## config.mk

```make
export PLATFORM = sky130hd
export DESIGN_NAME = tlb_refill_ctrl_flat
export DESIGN_NICKNAME = d
export VERILOG_FILES = /design/src/rtl/tlb_refill_ctrl_pkg.sv /design/src/rtl/tlb_refill_ctrl_if.sv /design/src/rtl/tlb_refill_ctrl.sv /design/src/flat_wrapper.sv
export SDC_FILE = /design/constraint.sdc
export NUM_CORES = 1
export LEC_CHECK = 0
export BUFFER_PORTS_ARGS = -buffer_cell sky130_fd_sc_hd__buf_2
export CORE_MARGIN = 3
export CORE_UTILIZATION = 30
export DETAILED_ROUTE_END_ITERATION = 12
export PLACE_DENSITY_LB_ADDON = 0.25
export SETUP_SLACK_MARGIN = 0.15
export SYNTH_ARGS = -nofsm -noshare
export SYNTH_HDL_FRONTEND = slang
export SYNTH_SLANG_ARGS = --single-unit
```

## constraint.sdc

```tcl
create_clock -name clk -period 1.95 [get_ports clk]
set_input_delay 0.0975 -clock clk [delete_from_list [all_inputs] [get_ports clk]]
set_output_delay 0.0975 -clock clk [all_outputs]
set_load 0.05 [all_outputs]
```

## src/rtl/tlb_refill_ctrl_pkg.sv

```systemverilog
// rtl/tlb_refill_ctrl_pkg.sv - refill FSM state type and line offset helper
package tlb_pkg;

  typedef enum logic [2:0] {
    IDLE,
    REQ,
    WAIT,
    LAST,
    DONE
  } refill_state_t;

  // Word-offset bits inside a line; also the width of the beat counter.
  function automatic int offset_len(input int bank_num);
    return $clog2(bank_num);
  endfunction

endpackage

```

## src/rtl/tlb_refill_ctrl_if.sv

```systemverilog
// rtl/tlb_refill_ctrl_if.sv - single-outstanding memory read request/response channel
interface tlb_refill_ctrl_if #(
  parameter int ADDR_WIDTH = 64,
  parameter int DATA_WIDTH = 64
);
  logic                  mem_req_valid;
  logic                  mem_req_ready;
  logic [ADDR_WIDTH-1:0] mem_req_addr;
  logic                  mem_resp_valid;
  logic [DATA_WIDTH-1:0] mem_resp_data;

  modport master (
    output mem_req_valid,
    output mem_req_addr,
    input  mem_req_ready,
    input  mem_resp_valid,
    input  mem_resp_data
  );

  modport slave (
    input  mem_req_valid,
    input  mem_req_addr,
    output mem_req_ready,
    output mem_resp_valid,
    output mem_resp_data
  );
endinterface

```

## src/rtl/tlb_refill_ctrl.sv

```systemverilog
// rtl/tlb_refill_ctrl.sv - line refill engine: fetches BANK_NUM words per miss and writes them into the bank
module tlb_refill_ctrl
  import tlb_pkg::*;
#(
  parameter int ADDR_WIDTH = 64,
  parameter int DATA_WIDTH = 64,
  parameter int BANK_NUM   = 4
) (
  input  logic                  clk,
  input  logic                  rstn,
  input  logic                  miss_cache,
  input  logic [ADDR_WIDTH-1:0] addr_cache,
  input  logic                  set_cache,
  output logic                  busy_rd,
  output logic [ADDR_WIDTH-1:0] addr_rd,
  output logic [DATA_WIDTH-1:0] data_rd,
  output logic                  wen_rd,
  output logic                  set_rd,
  output logic                  finish_rd,
  tlb_refill_ctrl_if.master     mem
);

  localparam int                    OFF       = offset_len(BANK_NUM);
  localparam logic [ADDR_WIDTH-1:0] OFF_MASK  = ADDR_WIDTH'(BANK_NUM - 1);
  localparam logic [OFF-1:0]        LAST_BEAT = OFF'(BANK_NUM - 1);

  refill_state_t         state;
  logic [ADDR_WIDTH-1:0] base;
  logic [OFF-1:0]        beat;
  logic                  way;

  // base has its offset bits cleared, so OR-ing the beat never carries into the tag/index.
  assign mem.mem_req_addr = base | ADDR_WIDTH'(beat);

  always_ff @(posedge clk or negedge rstn) begin
    if (!rstn) begin
      state             <= IDLE;
      base              <= '0;
      beat              <= '0;
      way               <= 1'b0;
      busy_rd           <= 1'b0;
      wen_rd            <= 1'b0;
      finish_rd         <= 1'b0;
      addr_rd           <= '0;
      data_rd           <= '0;
      set_rd            <= 1'b0;
      mem.mem_req_valid <= 1'b0;
    end else begin
      wen_rd    <= 1'b0;
      finish_rd <= 1'b0;
      unique case (state)
        IDLE: begin
          if (miss_cache) begin
            base              <= addr_cache & ~OFF_MASK;
            way               <= set_cache;
            beat              <= '0;
            busy_rd           <= 1'b1;
            mem.mem_req_valid <= 1'b1;
            state             <= REQ;
          end
        end
        REQ: begin
          if (mem.mem_req_ready) begin
            mem.mem_req_valid <= 1'b0;
            state             <= WAIT;
          end
        end
        WAIT: begin
          if (mem.mem_resp_valid) begin
            wen_rd  <= 1'b1;
            addr_rd <= mem.mem_req_addr;
            data_rd <= mem.mem_resp_data;
            set_rd  <= way;
            if (beat != LAST_BEAT) begin
              beat              <= beat + 1'b1;
              mem.mem_req_valid <= 1'b1;
              state             <= REQ;
            end else begin
              state <= LAST;
            end
          end
        end
        LAST: begin
          // The final write strobe is on the outputs now; validate the line next cycle.
          finish_rd <= 1'b1;
          addr_rd   <= base;
          set_rd    <= way;
          state     <= DONE;
        end
        DONE: begin
          busy_rd <= 1'b0;
          state   <= IDLE;
        end
        default: state <= IDLE;
      endcase
    end
  end

endmodule

```

## src/flat_wrapper.sv

```systemverilog
// flat-port wrapper written by rule: the top's interface ports become plain ports
module tlb_refill_ctrl_flat import tlb_pkg::*;
#(
  parameter int ADDR_WIDTH = 64,
  parameter int DATA_WIDTH = 64,
  parameter int BANK_NUM   = 4
)
  (clk, rstn, miss_cache, addr_cache, set_cache, busy_rd, addr_rd, data_rd, wen_rd, set_rd, finish_rd, mem_mem_req_valid, mem_mem_req_addr, mem_mem_req_ready, mem_mem_resp_valid, mem_mem_resp_data);
  tlb_refill_ctrl_if #(.ADDR_WIDTH(ADDR_WIDTH), .DATA_WIDTH(DATA_WIDTH)) mem_i ();
  input  logic clk;
  input  logic rstn;
  input  logic miss_cache;
  input  logic [ADDR_WIDTH-1:0] addr_cache;
  input  logic set_cache;
  output logic busy_rd;
  output logic [ADDR_WIDTH-1:0] addr_rd;
  output logic [DATA_WIDTH-1:0] data_rd;
  output logic wen_rd;
  output logic set_rd;
  output logic finish_rd;
  output wire logic [$bits(mem_i.mem_req_valid)-1:0] mem_mem_req_valid;
  output wire logic [$bits(mem_i.mem_req_addr)-1:0] mem_mem_req_addr;
  input wire logic [$bits(mem_i.mem_req_ready)-1:0] mem_mem_req_ready;
  input wire logic [$bits(mem_i.mem_resp_valid)-1:0] mem_mem_resp_valid;
  input wire logic [$bits(mem_i.mem_resp_data)-1:0] mem_mem_resp_data;
  assign mem_mem_req_valid = mem_i.mem_req_valid;
  assign mem_mem_req_addr = mem_i.mem_req_addr;
  assign mem_i.mem_req_ready = mem_mem_req_ready;
  assign mem_i.mem_resp_valid = mem_mem_resp_valid;
  assign mem_i.mem_resp_data = mem_mem_resp_data;
  tlb_refill_ctrl #(.ADDR_WIDTH(ADDR_WIDTH), .DATA_WIDTH(DATA_WIDTH), .BANK_NUM(BANK_NUM)) u_core (.clk(clk), .rstn(rstn), .miss_cache(miss_cache), .addr_cache(addr_cache), .set_cache(set_cache), .busy_rd(busy_rd), .addr_rd(addr_rd), .data_rd(data_rd), .wen_rd(wen_rd), .set_rd(set_rd), .finish_rd(finish_rd), .mem(mem_i));
endmodule
```

==> reports/metrics.yaml <==
outcome:
  status: "complete, no violations"
cells_and_area:
  nets: 1061
  syn_to_final_growth_pct: 55.35
  final_cells: 1267
  final_area_um2: 11860
  drive_gt1_share_pct: 60.13
  insertedDiodeCount: 0
grt:
  grt_pass1_vias: 5799
  grt_first_pass_wirelength_mm: 30.49
  grt_overflow: 0
  grt_use_total_pct: 13.80
  antenna_found_initial: 0
  grt_max_degree: 58
cts:
  path_clk_slew_ps: 60
  clock-sinks: 201
  cts_tree: "done"
  insertion_delay_ps: 500
  post_cts_buffers: 0
  cts_root_buffer: "clkbuf_16"
  h-tree-depth: 1
  cts_buffer_depth: 3
  numCtsBuffers: 23
timing:
  hold_viol: 0
  max_clock_freq_ghz: 0.5802
  drv_slew: 0
  tns_ps: 0
  worst_pin_slew_ps: 508.0
  period_needed_ps: 1723
  min_period_over_period_pct: 88.38
  final.setup_skew_ps: 13.35
  slew_headroom_pct: 66.14
  finalSetupViolations: 0
  rsz0062_at_grt: "no"
die:
  initial_utilization_pct: 30.92
  dieWidth_um: 165.5
  die_h_um: 165.5
  core_um2: 24680
  num_rows: 57
  boundaryPins: 331
  die_area_um2: 27390
hold_path:
  hold_class: "input pin to async pin"
worst_setup_path:
  cp.arrival_ps: 2100
  crit_path_cell_trace: "and4bb_4, buf_12, mux2_2"
  crit_path_end_kind: "register"
  worstSetupPathType: "register to register"
  cp_slowest_stage_delay_ps: 470
  critPathRequiredTime_ps: 2320
  worstPathMaxFanout: 54
  slowest_stage: "dfrtp_1"
  start_kind: "register"
synthesis:
  syn-cell-area_um2: 7631
  yosysSeqAreaShare_pct: 65.91
  yosys_warnings: 0
  async_flop_share_pct: 100.0
  synth_cells: 451
  synth_edf_count: 0
  ys_seq_elements: 201
  synthFlopType: "dfrtp_1"
  ys_types: 23
  synthesis.nets: 586
  syn_area_per_cell_um2: 16.92
placement:
  hpwl_mm: 13.37
  portBuffers: 328
  place_area_um2: 9673
  place_inst: 1093
  gp_congestion: 0.7393
route:
  route.detailed.wl_per_inst_um: 15.79
  first_iter_violations: 204
  drc: 0
  vias: 5459
  drt-pass1-iter-count: 4
  ant_nets: 0
  wirelength_mm: 20.01
  via_per_inst: 4.309
flow_run:
  drv_cap: 0
cell usage in the layout, fill, tap and decap left out:
cell type / n
buf_2: 327
clkbuf_1: 5
ha_1: 1
nand3b_1: 1
o21ai_0: 1
inv_6: 1
dlygate4sd3_1: 131
nand2b_1: 1
a211o_1: 1
clkbuf_16: 24
a41o_1: 1
buf_12: 8
nor4b_1: 1
and3_4: 1
a31oi_1: 3
clkbuf_8: 6
dfrtp_1: 201
mux2i_1: 3
and4bb_4: 1
and3_1: 3
nor3_4: 1
mux2_2: 185
mux2_1: 6
inv_1: 3
nor2b_1: 2
nand2_1: 2
nor2_1: 7
clkinv_2: 1
clkinvlp_4: 2
bufinv_16: 5
a21oi_1: 3
buf_4: 5
worst max-delay path, delay by kind of cell (launching register included):
family	cells	cell delay (ps)
simple gates	1	400
mux	1	390
buf+inv	1	270
flops	1	470
cells by family (layout without fill, tap and decap cells):
family | count (synthesis) | count (layout) | share of synthesized area, %
fa+ha+maj | 1 | 1 | 0.1639
mux | 194 | 194 | 28.58
buf+inv | 26 | 518 | 2.984
flops | 201 | 201 | 65.91
simple gates | 20 | 20 | 1.607
compound gates | 9 | 9 | 0.7542
metal layers:
layer  vias to the layer above  global-route usage, %  part of all wire [%]
met5                         -                      0                     0
met1                      2678                  16.40                    40
met4                         0                  4.915                   3.2
li1                       2544                      -                     -
met3                        39                  3.043                   6.9
met2                       198                  24.52                    50
sequential cells by signal, summed over array words and instances (netlist names):
register,cells
u_core.wen_rd,1
u_core.beat,2
u_core.busy_rd,1
u_core.set_rd,1
u_core.finish_rd,1
u_core.addr_rd,64
u_core.mem.mem_req_valid,1
u_core.way,1
u_core.data_rd,64
u_core.base,62
u_core.state,3
worst paths after layout:
check                      cells after the start            endpoint  slack, ps             startpoint
setup / recovery                               3  u_core.data_rd[54]        230        u_core.state[2]
hold / removal                                 2  u_core.addr_rd[51]        150                   rstn
setup reg to reg                               3  u_core.data_rd[54]        230        u_core.state[2]
hold reg to reg                                1  u_core.addr_rd[14]        480     u_core.addr_rd[14]
max in group asynchronous                      3  u_core.addr_rd[42]       1160                   rstn
min in group clk                               3  u_core.data_rd[25]        360  mem_mem_resp_data[25]
stage by stage:
step	hold WS [ps]	utilization [%]	setup slack (ps)
finish	152.6	48.04	226.6
global route	187.2	48.04	174.6
CTS	142.0	47.93	175.8
floorplan	-198.1	-	388.8
global placement	120.9	39.20	252.6
detailed placement	121.4	39.20	204.9
what timing repair did:
item | 4_1_cts | 5_1_grt
endpoints found under the setup margin | 0 | 36
hold buffers | 131 | 0
hold endpoints to repair | 232 | 0
resized for setup | 0 | 1
final cells by class:
type,instances,area (um^2)
fillers,2193,12820
flip-flops and latches,201,5030
repair buffers,473,3184
multi-input cells,224,2382
clock buffers,33,663.1
well taps,324,405.4
clock inverters,9,178.9
inverters,3,11.26
synthesized netlist by cell type (2+ instances only):
cell	count	area, um^2
mux2_1	6	67.56
a21oi_1	3	15.01
mux2_2	185	2083
buf_4	3	22.52
inv_1	3	11.26
nor2b_1	2	12.51
and3_1	4	25.02
dfrtp_1	201	5030
buf_6	15	168.9
nor2_1	7	26.28
a31oi_1	3	18.77
buf_2	5	25.02
nand2_1	2	7.510
mux2i_1	3	30.03
Power is not shown: default switching activity piles up to over one toggle a cycle in this logic, so the estimate is an artifact.
